**src/rtl/fwpic_irq_seq.sv**
```systemverilog
// fwpic_irq_seq: sequences a PIC interrupt over a simple register bus.
// Reads the vector register, hands the vector to the core, waits for the
// handler to finish, then writes the end-of-interrupt register.
// Optional watchdog (auto-EOI on a stuck handler): define FWPIC_IRQ_SEQ_TIMEOUT_EN.
module fwpic_irq_seq #(
  parameter int unsigned           ADR_WIDTH  = 4,
  parameter int unsigned           DAT_WIDTH  = 32,
  parameter logic [ADR_WIDTH-1:0]  VEC_ADR    = 4'h1,
  parameter logic [ADR_WIDTH-1:0]  EOI_ADR    = 4'h2,
  parameter int unsigned           TMO_CYCLES = 1024
) (
  input  logic                 clock,
  input  logic                 reset,
  input  logic                 int_i,
  output logic [ADR_WIDTH-1:0] adr,
  output logic [DAT_WIDTH-1:0] dat_w,
  input  logic [DAT_WIDTH-1:0] dat_r,
  output logic                 we,
  output logic                 valid,
  input  logic                 ready,
  output logic [7:0]           vec,
  output logic                 vec_valid,
  input  logic                 vec_ready,
  input  logic                 done_i,
  output logic                 busy,
  output logic [7:0]           spur_cnt,
  output logic                 timeout
);

  typedef enum logic [2:0] {
    IDLE,
    RD_VEC,
    DELIVER,
    WAIT_DONE,
    WR_EOI
  } state_e;

  state_e                 state_q, state_d;
  logic [ADR_WIDTH-1:0]   adr_q, adr_d;
  logic [DAT_WIDTH-1:0]   dat_w_q, dat_w_d;
  logic [7:0]             vec_q, vec_d;
  logic [7:0]             spur_cnt_q, spur_cnt_d;
  logic                   go_eoi;

  // Only the pending flag and the vector byte of the read data are used.
  logic unused_dat_r;
  assign unused_dat_r = ^dat_r[30:8];

`ifdef FWPIC_IRQ_SEQ_TIMEOUT_EN
  localparam logic [15:0] TMO_LIMIT = 16'(TMO_CYCLES - 1);
  logic [15:0] wdog_q, wdog_d;
  logic        timeout_q, timeout_d;
`else
  logic [15:0] unused_tmo;
  assign unused_tmo = 16'(TMO_CYCLES);
`endif

  // Next-state, bus address/data hold registers, vector capture and spurious count.
  always_comb begin
    state_d    = state_q;
    adr_d      = adr_q;
    dat_w_d    = dat_w_q;
    vec_d      = vec_q;
    spur_cnt_d = spur_cnt_q;
    go_eoi     = 1'b0;
`ifdef FWPIC_IRQ_SEQ_TIMEOUT_EN
    timeout_d  = 1'b0;
    wdog_d     = '0;
`endif

    unique case (state_q)
      IDLE: begin
        if (int_i) begin
          state_d = RD_VEC;
          adr_d   = VEC_ADR;
        end
      end
      RD_VEC: begin
        if (ready) begin
          if (dat_r[31]) begin
            vec_d   = dat_r[7:0];
            state_d = DELIVER;
          end else begin
            if (spur_cnt_q != 8'hFF) spur_cnt_d = spur_cnt_q + 8'd1;
            state_d = IDLE;
          end
        end
      end
      DELIVER: begin
        if (vec_ready) state_d = WAIT_DONE;
      end
      WAIT_DONE: begin
        if (done_i) go_eoi = 1'b1;
      end
      WR_EOI: begin
        if (ready) state_d = IDLE;
      end
      default: state_d = IDLE;
    endcase

`ifdef FWPIC_IRQ_SEQ_TIMEOUT_EN
    // The watchdog spans DELIVER and WAIT_DONE as one window: it is zero on
    // arrival from RD_VEC and keeps counting across the DELIVER->WAIT_DONE step,
    // so expiry lands a fixed number of cycles after the vector is offered.
    if (state_q == DELIVER || state_q == WAIT_DONE) begin
      wdog_d = wdog_q + 16'd1;
      if (wdog_q == TMO_LIMIT) begin
        timeout_d = 1'b1;
        go_eoi    = 1'b1;
      end
    end
`endif

    if (go_eoi) begin
      state_d = WR_EOI;
      adr_d   = EOI_ADR;
      dat_w_d = DAT_WIDTH'(vec_q);
    end
  end

  // State and datapath registers with synchronous active-low reset.
  always_ff @(posedge clock) begin
    if (!reset) begin
      state_q    <= IDLE;
      adr_q      <= '0;
      dat_w_q    <= '0;
      vec_q      <= '0;
      spur_cnt_q <= '0;
`ifdef FWPIC_IRQ_SEQ_TIMEOUT_EN
      wdog_q     <= '0;
      timeout_q  <= 1'b0;
`endif
    end else begin
      state_q    <= state_d;
      adr_q      <= adr_d;
      dat_w_q    <= dat_w_d;
      vec_q      <= vec_d;
      spur_cnt_q <= spur_cnt_d;
`ifdef FWPIC_IRQ_SEQ_TIMEOUT_EN
      wdog_q     <= wdog_d;
      timeout_q  <= timeout_d;
`endif
    end
  end

  assign valid     = (state_q == RD_VEC) || (state_q == WR_EOI);
  assign we        = (state_q == WR_EOI);
  assign vec_valid = (state_q == DELIVER);
  assign busy      = (state_q != IDLE);
  assign adr       = adr_q;
  assign dat_w     = dat_w_q;
  assign vec       = vec_q;
  assign spur_cnt  = spur_cnt_q;
`ifdef FWPIC_IRQ_SEQ_TIMEOUT_EN
  assign timeout   = timeout_q;
`else
  assign timeout   = 1'b0;
`endif

endmodule

```
**config.mk**
```make
export PLATFORM = sky130hd
export DESIGN_NAME = fwpic_irq_seq
export DESIGN_NICKNAME = d
export VERILOG_FILES = /design/src/rtl/fwpic_irq_seq.sv
export SDC_FILE = /design/constraint.sdc
export NUM_CORES = 1
export LEC_CHECK = 0
export CAP_MARGIN = 20
export CELL_PAD_IN_SITES_DETAIL_PLACEMENT = 1
export CELL_PAD_IN_SITES_GLOBAL_PLACEMENT = 1
export CORE_ASPECT_RATIO = 0.75
export CORE_MARGIN = 5
export CORE_UTILIZATION = 25
export DETAILED_ROUTE_END_ITERATION = 16
export GPL_ROUTABILITY_DRIVEN = 0
export PLACE_DENSITY_LB_ADDON = 0.15
export SLEW_MARGIN = 20
export SYNTH_ARGS = -nofsm -noshare
export SYNTH_HDL_FRONTEND = slang
export SYNTH_SLANG_ARGS = --single-unit
```
**constraint.sdc**
```tcl
create_clock -name clock -period 1.9 [get_ports clock]
set_input_delay 0.38 -clock clock [delete_from_list [all_inputs] [get_ports clock]]
set_output_delay 0.38 -clock clock [all_outputs]
set_load 0.02 [all_outputs]
```
* After elaboration in Yosys (flattened, before gate mapping)
Cells that the tools add are included.
** Operators by class
- $add $sub $neg :: 1
- Equality and inequality tests :: 14
- Multiplexer cells :: 12
- Bitwise operators :: 3
- Reductions and logical operators :: 12
** Operator list (count)
- 2-to-1 mux 3 bit :: 5
- one-hot mux 3 bit (5 select lines) :: 1
- AND reduction 5 bit :: 2
- adder 8 x 1 -> 8 bit (second input constant) :: 1
- 2-to-1 mux 2 bit :: 4
- inequality test 8 bit (second input constant) :: 1
- == test 3 x 2 -> 1 bit (second input constant) :: 2
- inequality test 2 bit (second input constant) :: 3
- inequality test 3 x 1 -> 1 bit (second input constant) :: 2
- inequality test 3 bit (second input constant) :: 2
- inequality test 2 x 1 -> 1 bit (second input constant) :: 2
- AND reduction 2 bit :: 2
- AND reduction 4 bit :: 1
- nonzero test 2 bit :: 2
- == test 3 x 1 -> 1 bit (second input constant) :: 1
- == test 3 bit (second input constant) :: 1
- zero test 3 bit :: 1
- NOT 1 bit :: 3
- AND reduction 3 bit :: 1
- nonzero test 3 bit :: 1
- 2-to-1 mux 1 bit :: 2
- OR reduction 2 bit :: 1
- logical OR 1 bit :: 1
** Storage, ports and cells
- Bits in registers :: 29
- Input bits :: 38
- Output and inout bits :: 57
- Word-level logic and storage cells :: 49

* Depth between registers and ports, before layout
- Depth after elaboration :: 4
- Mapped depth :: 6
- Depth with buffers taken out :: 5

* Least setup slack after synthesis
No wires, ideal clock.
- Path kind :: register to register
- Start point :: reg spur_cnt_q[0] (netlist: spur_cnt[0])
- End point :: reg spur_cnt_q[4] (netlist: spur_cnt[4])
- Setup time :: 115 ps
- Arrival :: 1629 ps
- Data required time :: 1785 ps
- Setup slack :: 156 ps
- Cell stages (with the launch flop) :: 6
- Path buffers :: 0
- Period minus slack after synthesis :: 1744 ps
- Path through :: dfxtp_1 -> ha_1 -> and3_1 -> a2111oi_0 -> xor2_1 -> and2_1
** On the way
- Word-level cells in the longest chain between the ends :: 2
- Elaborated cells on any way between the ends :: 3
- Those cells by class :: add/sub: 1; eq/ne: 1; reduce/logical: 1
** Ends and longest elaborated chain
- from (decl) :: RTL line 42 : logic [7:0] spur_cnt_q, spur_cnt_d;
- from (signal assigned) :: RTL line 138 : spur_cnt_q <= spur_cnt_d;
- parallel branches: the longest is 2 deep, another holds adder 8 x 1 -> 8 bit
Parallel ways; which one is timed is not known.
A chain may end at the register's enable or synchronous reset.

* Final worst setup path
- Start point :: reg state_q[1]
- End point :: reg spur_cnt_q[5] (netlist: spur_cnt[5])
** On the way
- Word-level cells in the longest chain between the ends :: 2
** Ends and longest elaborated chain
- from (decl) :: RTL line 38 : state_e state_q, state_d;
- from (signal assigned) :: RTL line 134 : state_q <= state_d;
- == test 3 x 1 -> 1 bit :: RTL line 71 : unique case (state_q)
- AND reduction 4 bit (no source line)
No other way between the ends.

==> metrics.md <==
| Metric | Value |
|---|---|
| Outcome | finished clean |
| CTS Buf Count | 5 |
| Fraction of layout cells with a size suffix above 1 | 12.3% |
| Cell count after synthesis | 166 |
| Unique masters post-synth | 37 |
| Tot Pwr | 0.00135 W |
| Cell family with most CP delay | simple AND/OR/NAND/NOR gates |
| Final setup violating endpoints | 0 |
| Final hold viol count | 0 |
| Global Route Usage Sum | 9.80% |
| WP buf/inv | 1 |
| Area occupied by registers | 582 um^2 |
| Vias per cell | 4.12 |
| HPWL Detailed | 2.95 mm |
| YS warnings | 0 |
| Port Buffer Count | 44 |
| Post-synth EDFFs | 0 |
| Post-placement cell count | 291 |
| Worst setup EP type | register |
| Clock Tree Root | clkbuf_8 |
| Post-CTS setup buffer count | 0 |
| Critical Path RT | 2.10 ns |
| Core ar. | 5860 um^2 |
| Cell Rows | 24 |
| Slew Viols, Final | 0 |
| Htree depth | 2 |
| DRT Wirelength | 3.82 mm |
| Min-delay worst type | reg2reg |
| Register area share after synthesis | 38.3% |
| Top Ports | 95 |
| Crit Path Category | reg2reg |
| Avg Inst Size Synth | 9.14 um^2 |
| Final period util | 94.2% |
| Largest net degree at the start of global routing | 33 |
| CP Launch Type | register |
| Die Y-Extent | 77.5 um |
| First-pass GRT wire length | 6.13 mm |
| Worst-path fanout max | 6 |
| Fin Setup TNS | 0 ns |
| Max stage delay on crit path | 0.58 ns |
| Max clock buf depth | 2 |
| Fraction of registers with async set/reset | 0% |
| Minimum clock period | 1.79 ns |
| Hold path depth | 2 |
| Initial DRC count | 12 |
| First drt pass iteration count | 4 |
| Register bit total from synthesis | 29 |
| Area share of the largest cell type after synthesis | 38.3% |
| Initial antenna violation count | 0 |
| Cell Area, Placed | 2000 um^2 |
| Cell count of the worst reg-to-reg path | 5 |
| Die X | 100 um |
| Final net count | 259 |
| Clock sinks | 29 |
| Initial Util | 25.9% |
| Max stage delay cell, worst path | or4b_4 |
| Fillers | 699 |
| Gr ovfl total | 0 |
| Critical-path cell list | buf_4, or4b_4, a211oi_4, and3_1, mux2i_1 |
| Vias in the first global route | 1305 |
| Most used DFF post-synth | dfxtp_1 |
| Via count | 1228 |
| Multi-input logic area | 796 um^2 |
| Number of remaining DRC errors | 0 |
| WL per Instance | 12.8 um |
| Power Density | 641 nW/um^2 |
| Final std cells w/o fill | 298 |
| CTS tree | built |
| Worst Skew | 0.00347 ns |
| Synth area leaders | dfxtp_1, buf_4, mux2i_1, nand2_1, nor2b_1 |
| Die area | 7750 um^2 |
| R2R Setup Slk | 0.11 ns |
| Cell leakage power | 0.832 nW |
| Unrepaired setup endpoints after global routing | false |
| Final instance area | 2100 um^2 |
| Clock-pin slew of the registers on the worst-case setup and hold paths | 0.06 ns |
| Worst EP arrival | 1.99 ns |
| Cell count along the critical path | 5 |
| Netlist Area Pre-Place | 1520 um^2 |
| Synth area leader | dfxtp_1 |
| Fmax | 559 MHz |
| Place WS | -0.185 ns |
| Worst IR drop on VDD | 0.000279 V |
| Setup WS post-layout | 0.111 ns |
| Max Cap Violations | 0 |
| Antenna-violating nets left | 0 |
| ANT cells | 0 |
| Skew-Pair Late Insertion Delay | 0.27 ns |
| Layout area overhead | 38.3% |
-- cells in the mapped netlist, types with 3 or more instances --
cell type  number
nor2b_1        11
nand2_1        24
a21boi_0        8
nand2b_1        3
buf_4          27
dfxtp_1        29
and2_1          4
clkbuf_1        5
and3_1          3
xor2_1          4
mux2i_1        12
nor2_1          4
-- area by class of cell --
| type | count | share of cell area (%) |
|---|---|---|
| well taps | 78 | 4.65 |
| clock buffers | 7 | 4.11 |
| flip-flops and latches | 29 | 27.7 |
| multi-input cells | 126 | 37.9 |
| inverters | 1 | 0.179 |
| repair buffers | 57 | 25.4 |
-- where the power goes --
| part | internal (W) | switching (W) | total, W |
|---|---|---|---|
| combinational | 0.0000839 | 0.000117 | 0.000201 |
| clock | 0.000287 | 0.000222 | 0.000509 |
| sequential | 0.000621 | 0.0000156 | 0.000636 |
| total | 0.000991 | 0.000355 | 0.00135 |
-- through the flow --
step | hold WS (ns) | utilization (%)
after floorplan | 0.510 | -
after global placement | 0.451 | 34.2
after detailed placement | 0.459 | 34.2
after CTS | 0.468 | 35.7
after global routing | 0.505 | 35.9
final | 0.464 | 35.9
-- layer usage --
layer  share of wire [%]  track usage (%)
met5                   0                0
met4                 1.3             4.04
met3                 7.4             2.96
met2                  47             16.8
met1                  44             11.4
-- kinds of logic (layout without fill, tap and decap cells) --
kind of cell	count (synthesis)	in the layout	synth area share, %
buf+inv	37	65	17.0
compound gates	18	18	8.90
mux	12	12	7.91
other cells	1	27	0.247
fa+ha+maj	1	1	0.824
xor+xnor	5	5	2.89
flops	29	29	38.3
simple gates	63	63	24.0
-- cells in the final DEF, fill, tap and decap left out, types with 2 or more instances in the layout --
master and count:
xor2_1 4, mux2i_1 12, nor2_1 4, clkdlybuf4s50_1 40, buf_4 13, nand4_1 2, dfxtp_1 28, a21oi_1 2
conb_1 27, and3_1 3, a21boi_0 8, dlygate4sd2_1 3, nand2b_1 3, and2_1 4, nand2_1 24, o21ai_0 2
nor2b_1 11, clkbuf_8 6
-- sequential cells by signal (all words and copies together), names as in the netlist --
register / cells
dat_w: 8
adr: 2
spur_cnt: 8
vec: 8
state_q: 3
-- worst register-to-register path, cell delays in order, from the launching register on --
cell,delay [ns]
dfxtp_1,0.36
buf_4,0.17
or4b_4,0.58
a211oi_4,0.21
and3_1,0.22
mux2i_1,0.18
-- final timing paths --
| kind | startpoint | to |
|---|---|---|
| worst min-delay path | dat_w[5] | dat_w[5] |
| worst min register to register | dat_w[5] | dat_w[5] |
| worst max register to register | state_q[1] | spur_cnt[5] |
| worst max-delay path | state_q[1] | spur_cnt[5] |
-- what timing repair did --
item,CTS,global route
pin swaps,0,0
hold endpoints to repair,0,0
hold buffers,0,0
gates resized for setup,6,2
setup endpoints to repair,4,2
Note: power is estimated with default switching activity, not from simulation.
